`config.mk`:
```
export PLATFORM = sky130hd
export DESIGN_NAME = if_stage
export DESIGN_NICKNAME = d
export VERILOG_FILES = /design/src/rtl/if_stage.sv
export SDC_FILE = /design/constraint.sdc
export NUM_CORES = 1
export LEC_CHECK = 0
export BUFFER_PORTS_ARGS = -buffer_cell sky130_fd_sc_hd__buf_4
export CAP_MARGIN = 30
export CORE_UTILIZATION = 53
export DETAILED_ROUTE_END_ITERATION = 6
export GPL_ROUTABILITY_DRIVEN = 0
export HOLD_SLACK_MARGIN = 0.03
export PLACE_DENSITY_LB_ADDON = 0.15
export SETUP_SLACK_MARGIN = 0.05
export SYNTH_ARGS = -nofsm -noshare
export SYNTH_HDL_FRONTEND = slang
export SYNTH_SLANG_ARGS = --single-unit
```
`constraint.sdc`:
```
create_clock -name clk -period 2.4 [get_ports clk]
set_input_delay 0.24 -clock clk [delete_from_list [all_inputs] [get_ports clk]]
set_output_delay 0.24 -clock clk [all_outputs]
set_load 0.1 [all_outputs]
```
`src/rtl/if_stage.sv`:
```
// if_stage: instruction fetch stage with IF/DX pipeline register, one-entry
// skid buffer for stalls, and a drop state that drains a request outstanding
// at the time of a redirect.
// Ports:
//   clk, rst_n         clock, async active-low reset
//   PC_PIF             next fetch address from pc unit
//   flush, stall       redirect this cycle / DX cannot accept
//   imem_req/addr      instruction memory request and address
//   imem_ack/rdata     memory completion and fetched word
//   PC_IF, instr_IF    IF/DX register address and instruction
//   valid_IF           IF/DX holds a real instruction
//   fetch_misalign     IF/DX instruction is a misaligned-fetch fault
//   pc_hold            PC_PIF not consumed this cycle
//   replay_PC          copy of PC_PIF for the pc unit replay path
module if_stage #(
  parameter logic [31:0] NOP_INSTR = 32'h00000013
) (
  input  logic        clk,
  input  logic        rst_n,
  input  logic [31:0] PC_PIF,
  input  logic        flush,
  input  logic        stall,
  output logic        imem_req,
  output logic [31:0] imem_addr,
  input  logic        imem_ack,
  input  logic [31:0] imem_rdata,
  output logic [31:0] PC_IF,
  output logic [31:0] instr_IF,
  output logic        valid_IF,
  output logic        fetch_misalign,
  output logic        pc_hold,
  output logic [31:0] replay_PC
);

  localparam int unsigned XLEN = 32;

  typedef enum logic [1:0] {
    S_IDLE = 2'd0,
    S_REQ  = 2'd1,
    S_HOLD = 2'd2,
    S_DROP = 2'd3
  } state_e;

  state_e            state_q, state_d;
  logic [XLEN-1:0]   pc_if_q, pc_if_d;
  logic [XLEN-1:0]   instr_if_q, instr_if_d;
  logic              valid_if_q, valid_if_d;
  logic              misalign_q, misalign_d;
  logic [XLEN-1:0]   skid_addr_q, skid_addr_d;
  logic [XLEN-1:0]   skid_data_q, skid_data_d;
  logic              skid_mis_q, skid_mis_d;
  logic [XLEN-1:0]   drop_addr_q, drop_addr_d;

  logic            misaligned;
  logic            accepted;
  logic            reg_free;
  logic [XLEN-1:0] fetch_word;

  // Misaligned fetches never reach memory; they complete immediately as a fault.
  assign misaligned = (PC_PIF[1:0] != 2'b00);
  assign accepted   = (state_q == S_REQ) && (imem_ack || misaligned);
  assign reg_free   = !valid_if_q || !stall;
  assign fetch_word = misaligned ? NOP_INSTR : imem_rdata;

  // State and datapath registers
  always_ff @(posedge clk or negedge rst_n) begin
    if (!rst_n) begin
      state_q     <= S_IDLE;
      pc_if_q     <= '0;
      instr_if_q  <= NOP_INSTR;
      valid_if_q  <= 1'b0;
      misalign_q  <= 1'b0;
      skid_addr_q <= '0;
      skid_data_q <= '0;
      skid_mis_q  <= 1'b0;
      drop_addr_q <= '0;
    end else begin
      state_q     <= state_d;
      pc_if_q     <= pc_if_d;
      instr_if_q  <= instr_if_d;
      valid_if_q  <= valid_if_d;
      misalign_q  <= misalign_d;
      skid_addr_q <= skid_addr_d;
      skid_data_q <= skid_data_d;
      skid_mis_q  <= skid_mis_d;
      drop_addr_q <= drop_addr_d;
    end
  end

  // Next-state logic; flush overrides every other transition.
  always_comb begin
    state_d = state_q;
    case (state_q)
      S_IDLE: state_d = S_REQ;
      S_REQ: begin
        if (flush) state_d = (imem_req && !imem_ack) ? S_DROP : S_REQ;
        else if (accepted && !reg_free) state_d = S_HOLD;
      end
      S_HOLD: begin
        if (flush || !stall) state_d = S_REQ;
      end
      S_DROP: begin
        // The outstanding request completing ends the drain even under a new flush.
        if (imem_ack) state_d = S_REQ;
      end
      default: state_d = S_IDLE;
    endcase
  end

  // IF/DX register, skid buffer and drop address updates
  always_comb begin
    pc_if_d     = pc_if_q;
    instr_if_d  = instr_if_q;
    valid_if_d  = valid_if_q;
    misalign_d  = misalign_q;
    skid_addr_d = skid_addr_q;
    skid_data_d = skid_data_q;
    skid_mis_d  = skid_mis_q;
    drop_addr_d = drop_addr_q;
    if (flush) begin
      valid_if_d  = 1'b0;
      misalign_d  = 1'b0;
      instr_if_d  = NOP_INSTR;
      skid_addr_d = '0;
      skid_data_d = '0;
      skid_mis_d  = 1'b0;
      if (state_q == S_REQ && imem_req && !imem_ack) drop_addr_d = imem_addr;
    end else if (state_q == S_REQ && accepted) begin
      if (reg_free) begin
        pc_if_d    = PC_PIF;
        instr_if_d = fetch_word;
        valid_if_d = 1'b1;
        misalign_d = misaligned;
      end else begin
        skid_addr_d = PC_PIF;
        skid_data_d = fetch_word;
        skid_mis_d  = misaligned;
      end
    end else if (state_q == S_HOLD) begin
      if (!stall) begin
        pc_if_d    = skid_addr_q;
        instr_if_d = skid_data_q;
        valid_if_d = 1'b1;
        misalign_d = skid_mis_q;
      end
    end else if (reg_free) begin
      // Nothing to deliver: insert a bubble, keep PC_IF.
      valid_if_d = 1'b0;
      instr_if_d = NOP_INSTR;
      misalign_d = 1'b0;
    end
  end

  // Memory request and pc unit handshake outputs
  always_comb begin
    imem_req  = 1'b0;
    imem_addr = PC_PIF;
    pc_hold   = !accepted && !flush;
    case (state_q)
      S_IDLE: pc_hold = 1'b1;
      S_REQ:  imem_req = !misaligned;
      S_HOLD: imem_req = 1'b0;
      S_DROP: begin
        imem_req  = 1'b1;
        imem_addr = drop_addr_q;
      end
      default: imem_req = 1'b0;
    endcase
  end

  assign replay_PC      = PC_PIF;
  assign PC_IF          = pc_if_q;
  assign instr_IF       = instr_if_q;
  assign valid_IF       = valid_if_q;
  assign fetch_misalign = misalign_q;

endmodule

```
==> results.sh, run 1 <==
export IMPL_grt_pass1_wl_mm=30.2
export IMPL_met2_length_mm=9.42
export IMPL_syn_inst=675
export IMPL_synth_commonest_cells="dfrtp_1 (162), nand2_1 (96), mux2_2 (91), a21oi_1 (62), buf_4 (38)"
export IMPL_worst_clock_skew_ns=0.00690
export IMPL_clockBufferDepth=2
export IMPL_pwr_share_clk_pct=20.6
export IMPL_crit_chain="and2b_4 -> o21ai_4 -> inv_1 -> o22ai_4 -> buf_6"
export IMPL_reg2reg_setup_slack_ns=0.34
export IMPL_min_from="PC_PIF[9]"
export IMPL_first_iter_violations=617
export IMPL_num_nets_final=900
export IMPL_initial_utilization_pct=54.1
export IMPL_yosysSeqAreaShare_pct=52.7
export IMPL_io_pins=201
export IMPL_final_util_pct=68.5
export IMPL_holdWs_ns=0.0825
export IMPL_worstPathRequired_ns=2.16
export IMPL_crit_start="state_q[0]"
export IMPL_endpoint="pc_hold"
export IMPL_hp_class="in -> reg"
export IMPL_yosysUniqueCellTypes=38
export IMPL_yosysMostFrequentCell="dfrtp_1"
export IMPL_power_density_nw_per_um2=1380
export IMPL_die_width_um=124
export IMPL_cts_sinks=165
export IMPL_worst_r2r_cell_count=5
export IMPL_power_frac_seq_pct=28.0
export IMPL_viasPerCell=5.73
export IMPL_start_kind="flop"
export IMPL_drt_met1_wl_mm=8.23
export IMPL_post_drt_wl_per_cell_um=18.6
export IMPL_end_kind="output port"
export IMPL_hpwlAfterDp_mm=12.4
export IMPL_n_antenna_cell=0
export IMPL_slew_viol_final=0
export IMPL_cts_root_buf="clkbuf_16"
export IMPL_cp_top_family="flip-flops"
export IMPL_slew_headroom_pct=55.7
export IMPL_syn_mean_instance_area_um2=11.6
export IMPL_grt_ovfl_total=0
export IMPL_core_area_um2=14500
export IMPL_ir_drop_v=0.00101
export IMPL_ys_seq_elements=165
export IMPL_vias=5895
export IMPL_yosys_area_top_type_share_pct=51.7
export IMPL_period_share_pct=92.0
export IMPL_crit_cells=5
export IMPL_cp_num_buf_inv=2
export IMPL_route_met3_wl_mm=1.14
export IMPL_synthFlopType="dfrtp_1"
export IMPL_synth_area_leaders="dfrtp_1 (52%), mux2_2 (13%), mux2_4 (5.2%)"
export IMPL_cts_reportedPaths_clkPinSlew_ns=0.06
export IMPL_synthesis_nets=744
export IMPL_r2r_start="state_q[0]"
export IMPL_worstReg2RegEnd="skid_data_q[1]"
export IMPL_period_needed_ns=2.21
export IMPL_grt_use_total_pct=26.0
export IMPL_clock_latency_ns=0.42
export IMPL_die_height_um=124
export IMPL_syn_to_final_growth_pct=26.6
export IMPL_routed_wirelength_mm=19.1
export IMPL_rows=44
export IMPL_setup_violations=0
export IMPL_drive_gt1_share_pct=45.1
export IMPL_synth_edf_count=0
export IMPL_finalHoldViolCount=0
export IMPL_async_reset_ff_share_pct=100
export IMPL_cap_violations=0
export IMPL_synth_top_area_cell="dfrtp_1"
export IMPL_crit_fanout=14
export IMPL_yosysWarnings=0
export IMPL_highest_layer="met4"
export IMPL_die_area_um2=15300
export IMPL_status="complete, no violations"
export IMPL_path_class="reg -> out"
export IMPL_worst_slew_pin_slew_ns=0.665
export IMPL_netSwitchingPower_mw=6.51
export IMPL_cts_made_buffers=17
export IMPL_swShare_pct=47.6
export IMPL_io_buffers=200
export IMPL_critical_path_slowest_cell="dfrtp_1"
export IMPL_cts_max_level=4
export IMPL_grt_pass1_vias=5899
export IMPL_drc=0
export IMPL_max_stage_delay_ns=0.50
export IMPL_cp_data_arrival_time_ns=1.97
export IMPL_fmax_mhz=453
export IMPL_first_pass_iters=5
export IMPL_p_leak_nw=4.54
export IMPL_pwr_share_comb_pct=51.4
export IMPL_fillerInstances=1074
export IMPL_antenna_found_initial=0
export IMPL_drtAntennaViolNets=0
export IMPL_fin_tns_setup_ns=0
export IMPL_p_int_mw=7.16
export IMPL_cts_tree="done"
export IMPL_grt_max_degree=69
export IMPL_rsz0062_at_grt="false"
export IMPL_synthesis_area_um2=7840
## kinds of logic after synthesis
kind of cell | synth area share [%]
compound gates | 12.6
buf+inv | 7.07
flops | 52.7
mux | 19.1
simple gates | 8.51
## metal layers
layer  vias to the layer above  GRT usage [%]
li1                       2666              -
met1                      2985           34.2
met2                       215           42.2
met3                        29           6.27
met4                         0           8.58
met5                         -              0
## registers in the layout, summed over array words and instances (netlist names)
signal / count
fetch_misalign: 1
drop_addr_q: 32
skid_addr_q: 32
skid_data_q: 32
skid_mis_q: 1
valid_IF: 1
instr_IF: 32
PC_IF: 32
state_q: 2
## stage by stage
stage	cells	power (mW)	cell area [um^2]	setup slack, ns
5_1_grt	1028	14.2	9920	0.0922
3_3_place_gp	995	10.7	9300	0.292
4_1_cts	1028	13.7	9920	0.0839
3_5_place_dp	995	10.9	9300	0.255
2_1_floorplan	675	9.49	7850	0.185
6_report	1028	13.7	9920	0.191
## how the worst min path moves through the flow
stage,slack [ns],to,depth (start not counted)
6_report,0.08,drop_addr_q[9],2
3_3_place_gp,0.28,instr_IF[25],1
3_5_place_dp,0.29,instr_IF[27],1
2_1_floorplan,-0.06,PC_IF[0],0
4_1_cts,0.07,skid_data_q[12],3
5_1_grt,0.07,skid_data_q[20],3
## power by group through the flow
stage	registers, mW	clock network [mW]	logic (mW)
3_5_place_dp	3.85	0	7.02
5_1_grt	3.90	2.99	7.30
4_1_cts	3.82	2.85	7.05
2_1_floorplan	5.86	0	3.63
3_3_place_gp	3.83	0	6.92
6_report	3.82	2.82	7.03
## layout by cell type, fill, tap and decap left out, types with 3 or more instances in the layout
| cell | Yosys | routed |
|---|---|---|
| nor3_1 | 6 | 6 |
| clkbuf_1 | 21 | 5 |
| clkinv_2 | 0 | 4 |
| nor2b_1 | 3 | 3 |
| mux2_4 | 27 | 27 |
| clkbuf_16 | 0 | 17 |
| o21ai_0 | 3 | 3 |
| dfrtp_1 | 162 | 162 |
| buf_4 | 38 | 214 |
| o22ai_1 | 4 | 3 |
| mux2_1 | 6 | 6 |
| mux2_2 | 91 | 91 |
| buf_12 | 0 | 6 |
| a22oi_1 | 33 | 33 |
| a21oi_1 | 62 | 62 |
| o2bb2ai_1 | 30 | 30 |
| bufinv_16 | 0 | 4 |
| dfstp_2 | 3 | 3 |
| nand3_1 | 30 | 30 |
| nand2_1 | 96 | 96 |
| inv_1 | 4 | 4 |
| nor2_1 | 8 | 7 |
## timing repair
action	in CTS	in global routing
setup buffers	0	0
setup endpoints to repair	1	1
hold buffers	1	0
resized for setup	1	1
endpoints found under the hold margin	61	0
## layout make-up
cell class	instances	area, um^2	share of cell area, %
clock buffers	22	444	4.48
clock inverters	10	155	1.56
flip-flops and latches	165	4130	41.7
inverters	4	15.0	0.151
multi-input cells	420	3180	32.1
repair buffers	223	1760	17.7
well taps	184	230	2.32
No activity file was read; power rests on OpenSTA's default activity.
==> run 2, diff against run 1 <==
ABC_AREA = 1   (was default)
CORE_UTILIZATION = 54   (was 53)
PLACE_DENSITY = 0.87   (was default)
PLACE_DENSITY_LB_ADDON = default   (was 0.15)
==> run 2 against run 1 <==
  * Cell count increased by 37%
  * Sequential cell count unchanged
  * Die area decreased by 0.47%
  * Utilization increased by 2.7 points
  * Clock-buffer cell count increased by 1
  * Synthesized area increased by 1.4%
  * Sequential share of layout area decreased by 0.48 points
  * Final area increased by 1.2%
  * Setup slack got worse by 0.0075 ns
  * Register-to-register slack about the same
  * Clock power decreased by 2%
==> results.sh, run 2 <==
export IMPL_gr_usage_met2_pct=47.0
export IMPL_io_buffers=200
export IMPL_grt_pass1_vias=6663
export IMPL_syn_mean_instance_area_um2=7.43
export IMPL_critical_path_slowest_cell="dfrtp_1"
export IMPL_final_cell_mix="nand2_1 (610), buf_4 (214), dfrtp_1 (162)"
export IMPL_p_leak_nw=5.65
export IMPL_max_stage_delay_ns=0.47
export IMPL_async_reset_ff_share_pct=100
export IMPL_routed_wirelength_mm=20.7
export IMPL_ys_seq_elements=165
export IMPL_setup_violations=0
export IMPL_yosys_area_top_type_share_pct=51.0
export IMPL_min_from="PC_PIF[17]"
export IMPL_worst_r2r_cell_count=8
export IMPL_synth_area_leaders="dfrtp_1 (51%), nand2_1 (29%), o21ai_0 (4.0%)"
export IMPL_hold_depth=3
export IMPL_status="complete, no violations"
export IMPL_syn_to_final_growth_pct=26.3
export IMPL_syn_inst=1070
export IMPL_yosysUniqueCellTypes=22
export IMPL_hpwlAfterDp_mm=13.7
export IMPL_slew_viol_final=0
export IMPL_cp_data_arrival_time_ns=1.98
export IMPL_top_usage_layer="met2"
export IMPL_slew_headroom_pct=49.9
export IMPL_cts_reportedPaths_clkPinSlew_ns=0.06
export IMPL_worstReg2RegEnd="PC_IF[4]"
export IMPL_synthesis_area_um2=7950
export IMPL_final_cell_count_no_fill=1410
export IMPL_path_class="reg -> out"
export IMPL_start_kind="flop"
export IMPL_worstPathRequired_ns=2.16
export IMPL_end_kind="output port"
export IMPL_layout_commonest_cell="nand2_1"
export IMPL_synth_commonest_cells="nand2_1 (611), dfrtp_1 (162), o21ai_0 (64), nand3_1 (60), inv_1 (41)"
export IMPL_grtUsageMet1_pct=37.1
export IMPL_holdPathEnd="skid_addr_q[17]"
export IMPL_fin_tns_setup_ns=0
export IMPL_grt_pass1_wl_mm=33.1
export IMPL_num_nets_final=1286
export IMPL_antenna_found_initial=0
export IMPL_cap_violations=0
export IMPL_seq_area_um2=4130
export IMPL_die_width_um=123
export IMPL_power_density_nw_per_um2=1560
export IMPL_cts_max_level=4
export IMPL_worst_clock_skew_ns=0.00536
export IMPL_synthesis_nets=1139
export IMPL_grt_use_total_pct=28.4
export IMPL_met3_usage_pct=6.32
export IMPL_ir_drop_v=0.00110
export IMPL_yosysMostFrequentCell="nand2_1"
export IMPL_finalHoldViolCount=0
export IMPL_r2r_start="state_q[1]"
export IMPL_cts_root_buf="clkbuf_16"
export IMPL_post_cts_buffers=0
export IMPL_cts_tree="done"
export IMPL_core_area_um2=14100
export IMPL_yosysSeqAreaShare_pct=52.0
export IMPL_fillerInstances=1136
export IMPL_io_pins=201
export IMPL_clockBufferDepth=2
export IMPL_synth_top_area_cell="dfrtp_1"
export IMPL_synth_edf_count=0
export IMPL_crit_chain="nand2_4 -> buf_12 -> nand2_1 -> o21ai_2 -> buf_4"
export IMPL_first_pass_iters=5
export IMPL_viasPerCell=5.20
export IMPL_synthFlopType="dfrtp_1"
export IMPL_grt_ovfl_total=0
export IMPL_crit_fanout=43
export IMPL_multi_input_area_um2=3210
export IMPL_hp_class="in -> reg"
export IMPL_drtAntennaViolNets=0
export IMPL_rows=43
export IMPL_fmax_mhz=451
export IMPL_drive_gt1_share_pct=23.0
export IMPL_period_share_pct=92.4
export IMPL_die_area_um2=15200
export IMPL_initial_utilization_pct=56.4
export IMPL_vias=7336
export IMPL_first_iter_violations=572
export IMPL_period_needed_ns=2.22
export IMPL_die_height_um=123
export IMPL_cts_sinks=165
export IMPL_reg2reg_setup_slack_ns=0.33
export IMPL_rsz0062_at_grt="false"
export IMPL_cts_made_buffers=17
export IMPL_grt_max_degree=64
export IMPL_n_antenna_cell=0
export IMPL_drc=0
export IMPL_yosysWarnings=0
export IMPL_placed_cells=1377
export IMPL_clock_latency_ns=0.42
export IMPL_worst_slew_pin_slew_ns=0.749
export IMPL_post_drt_wl_per_cell_um=14.7
[run 2: cell types whose count changed in the layout (fill, tap and decap cells not counted), moves of 33 or more]
cell / change
a21oi_1: -58
a22oi_1: -33
inv_1: +37
o21ai_0: +36
mux2_2: -91
nand2_1: +514
[run 2: area by class of cell]
| type | instances | area share [%] |
|---|---|---|
| Sequential cell | 165 | 41.2 |
| Multi-Input combinational cell | 769 | 32.0 |
| Timing Repair Buffer | 221 | 17.0 |
| Clock buffer | 23 | 4.66 |
| Tap cell | 180 | 2.24 |
| Inverter | 43 | 1.61 |
| Clock inverter | 9 | 1.28 |
[run 2: repair_timing]
item                                    in CTS  in global routing
endpoints found under the setup margin       1                  9
endpoints found under the hold margin       54                  0
cloned                                       0                  0
gates resized for setup                      1                  4
hold buffers                                 1                  0
[run 2: cells by family after synthesis]
| kind of cell | Yosys count | synth area share [%] |
|---|---|---|
| AND/OR/NAND/NOR | 691 | 34.0 |
| flip-flops | 165 | 52.0 |
| buffers and inverters | 136 | 8.86 |
| AO/OA/AOI/OAI | 78 | 5.10 |
[run 2: where the power goes]
group	total [mW]	leakage, nW	switching, mW	internal (mW)
Clock	2.75	0.287	1.06	1.69
Sequential	4.01	2.18	0.422	3.59
Combinational	8.89	3.19	7.21	1.68
[run 2: worst max-delay path by stage]
stage | from | endpoint | slack [ns] | cells past startpoint
after CTS | state_q[1] | imem_addr[9] | 0.07 | 4
after global placement | PC_PIF[1] | PC_IF[22] | 0.53 | 8
after floorplan | state_q[1] | drop_addr_q[15] | -0.75 | 5
final | state_q[1] | imem_addr[27] | 0.18 | 5
after detailed placement | state_q[1] | PC_IF[24] | 0.43 | 8
after global routing | state_q[1] | imem_addr[21] | 0.12 | 4
[run 2: layer usage]
metal	vias to the layer above	routed length [um]
met5	-	0
met2	310	10200
met1	3446	8580
met3	34	1650
met4	0	337
li1	3546	-
[run 2: worst max-delay path: cells and delay by family, from the launching register on]
family / cells / cell delay [ns]
buf+inv: 2 / 0.58
compound gates: 1 / 0.10
flops: 1 / 0.47
simple gates: 2 / 0.38
[run 2: per-stage QoR]
step                      hold slack [ns]  total power, mW  setup slack [ns]  util, %  area [um^2]
final                              0.0549             15.6             0.183     71.2        10000
after global routing               0.0491             16.4             0.125     71.2        10000
after CTS                          0.0416             15.7            0.0739     71.1        10000
after detailed placement            0.234             12.9             0.430     66.8         9410
after global placement              0.237             12.7             0.528     66.8         9410
after floorplan                   -0.0556             10.9            -0.746        -         8010
==> run 3, diff against run 2 <==
CORE_UTILIZATION = 50   (was 54)
PLACE_DENSITY = 0.82   (was 0.87)
==> run 3 against run 2 <==
  * Global-route usage is 3.2 points lower
  * Clock skew increased by 0.0021 ns
  * Largest power group unchanged
  * Via count fell by 3.3%
  * Largest cell class unchanged
  * Cell count up 2.2%
  * Critical path type unchanged
==> results.sh, run 3 (synthesis results as in run 2) <==
export IMPL_status="complete, no violations"
export IMPL_finalInstanceArea_um2=10100
export IMPL_p_leak_nw=5.67
export IMPL_drc=0
export IMPL_holdWs_ns=0.0519
export IMPL_crit_fanout=59
export IMPL_period_needed_ns=2.11
export IMPL_post_drt_wl_per_cell_um=13.8
export IMPL_period_share_pct=88.1
export IMPL_fillerInstances=1322
export IMPL_finalHoldViolCount=0
export IMPL_grt_ovfl_total=0
export IMPL_vias=7095
export IMPL_grt_pass1_wl_mm=32.3
export IMPL_layout_commonest_cell="nand2_1"
export IMPL_cts_made_buffers=17
export IMPL_slew_viol_final=0
export IMPL_antenna_found_initial=0
export IMPL_start_kind="flop"
export IMPL_reg2reg_setup_slack_ns=0.31
export IMPL_cp_data_arrival_time_ns=1.87
export IMPL_cts_root_buf="clkbuf_16"
export IMPL_drtAntennaViolNets=0
export IMPL_end_kind="output port"
export IMPL_grt_pass1_vias=6468
export IMPL_first_pass_iters=5
export IMPL_cts_max_level=4
export IMPL_cts_reportedPaths_clkPinSlew_ns=0.06
export IMPL_die_height_um=128
export IMPL_io_pins=201
export IMPL_rsz0062_at_grt="false"
export IMPL_drive_gt1_share_pct=23.0
export IMPL_setup_violations=0
export IMPL_n_antenna_cell=0
export IMPL_post_cts_buffers=0
export IMPL_worstPathRequired_ns=2.16
export IMPL_fin_tns_setup_ns=0
export IMPL_path_class="reg -> out"
export IMPL_worst_clock_skew_ns=0.00744
export IMPL_syn_to_final_growth_pct=27.2
export IMPL_ir_drop_v=0.00100
export IMPL_cap_violations=0
export IMPL_first_iter_violations=503
export IMPL_initial_utilization_pct=51.7
export IMPL_num_nets_final=1286
export IMPL_place_area_um2=9470
export IMPL_clockBufferDepth=2
export IMPL_viasPerCell=4.92
export IMPL_clock_latency_ns=0.42
export IMPL_final_cell_mix="nand2_1 (610), buf_4 (214), dfrtp_1 (162)"
export IMPL_core_area_um2=15400
export IMPL_grt_use_total_pct=25.2
export IMPL_io_buffers=200
export IMPL_die_area_um2=16400
export IMPL_cts_sinks=165
export IMPL_fmax_mhz=473
export IMPL_rows=45
export IMPL_routed_wirelength_mm=19.9
export IMPL_grt_max_degree=69
export IMPL_cts_tree="done"
export IMPL_hpwlAfterDp_mm=13.3
export IMPL_worst_slew_pin_slew_ns=0.639
export IMPL_die_width_um=128
export IMPL_hp_class="in -> reg"
export IMPL_power_density_nw_per_um2=1550
export IMPL_slew_headroom_pct=57.4
run 3: cell types whose count changed in the layout (fill, tap and decap cells not counted):
cell	before	now
bufinv_16	3	4
o21ai_1	11	9
nand2_4	1	0
buf_16	0	1
o21ai_0	39	41
clkinv_4	1	0
buf_6	3	2
nand2_2	3	4
run 3: power by group:
| group | internal (mW) | switching [mW] | total (mW) |
|---|---|---|---|
| clock network | 1.79 | 1.07 | 2.86 |
| registers | 3.59 | 0.420 | 4.01 |
| logic | 1.68 | 7.10 | 8.79 |
| total | 7.07 | 8.59 | 15.7 |
run 3: area by class of cell:
type	instances	area, um^2	share of cell area [%]
flip-flops and latches	165	4130	40.9
multi-input cells	769	3200	31.7
repair buffers	221	1730	17.1
clock buffers	23	468	4.63
well taps	211	264	2.61
inverters	43	161	1.60
clock inverters	9	150	1.49
run 3: per-stage QoR:
step                setup slack [ns]  util [%]  cells  total power, mW
global placement               0.237      61.4   1407             12.7
CTS                            0.147      65.7   1441             15.7
detailed placement             0.202      61.6   1408             12.9
floorplan                     -0.746         -   1070             10.9
finish                         0.286      65.7   1441             15.7
global route                   0.162      65.7   1441             16.4
run 3: worst paths after layout:
kind                                 start              end  depth (start not counted)
setup reg to reg                state_q[0]         PC_IF[5]                          9
hold / removal                  PC_PIF[17]  skid_addr_q[17]                          3
setup / recovery                state_q[1]    imem_addr[21]                          5
max in group asynchronous            rst_n  drop_addr_q[27]                          3
hold reg to reg            skid_addr_q[31]  skid_addr_q[31]                          2
min in group asynchronous            rst_n  skid_addr_q[25]                          2
run 3: routing by layer:
layer,track usage [%],part of all wire [%],vias up
li1,-,-,3545
met1,33.8,45,3276
met2,40.7,48,251
met3,5.76,6.4,23
met4,8.24,1.4,0
met5,0,0,-
run 3: worst max-delay path, stage by stage, from the launching register on:
cell,delay [ns]
dfrtp_1,0.46
nand2_2,0.14
buf_12,0.26
nand2_1,0.08
o21ai_0,0.13
buf_4,0.35
run 3: repair_timing:
action                                 4_1_cts  5_1_grt
endpoints found under the hold margin       44        0
gates resized for setup                      0        1
hold buffers                                 1        0
setup endpoints to repair                    0       15
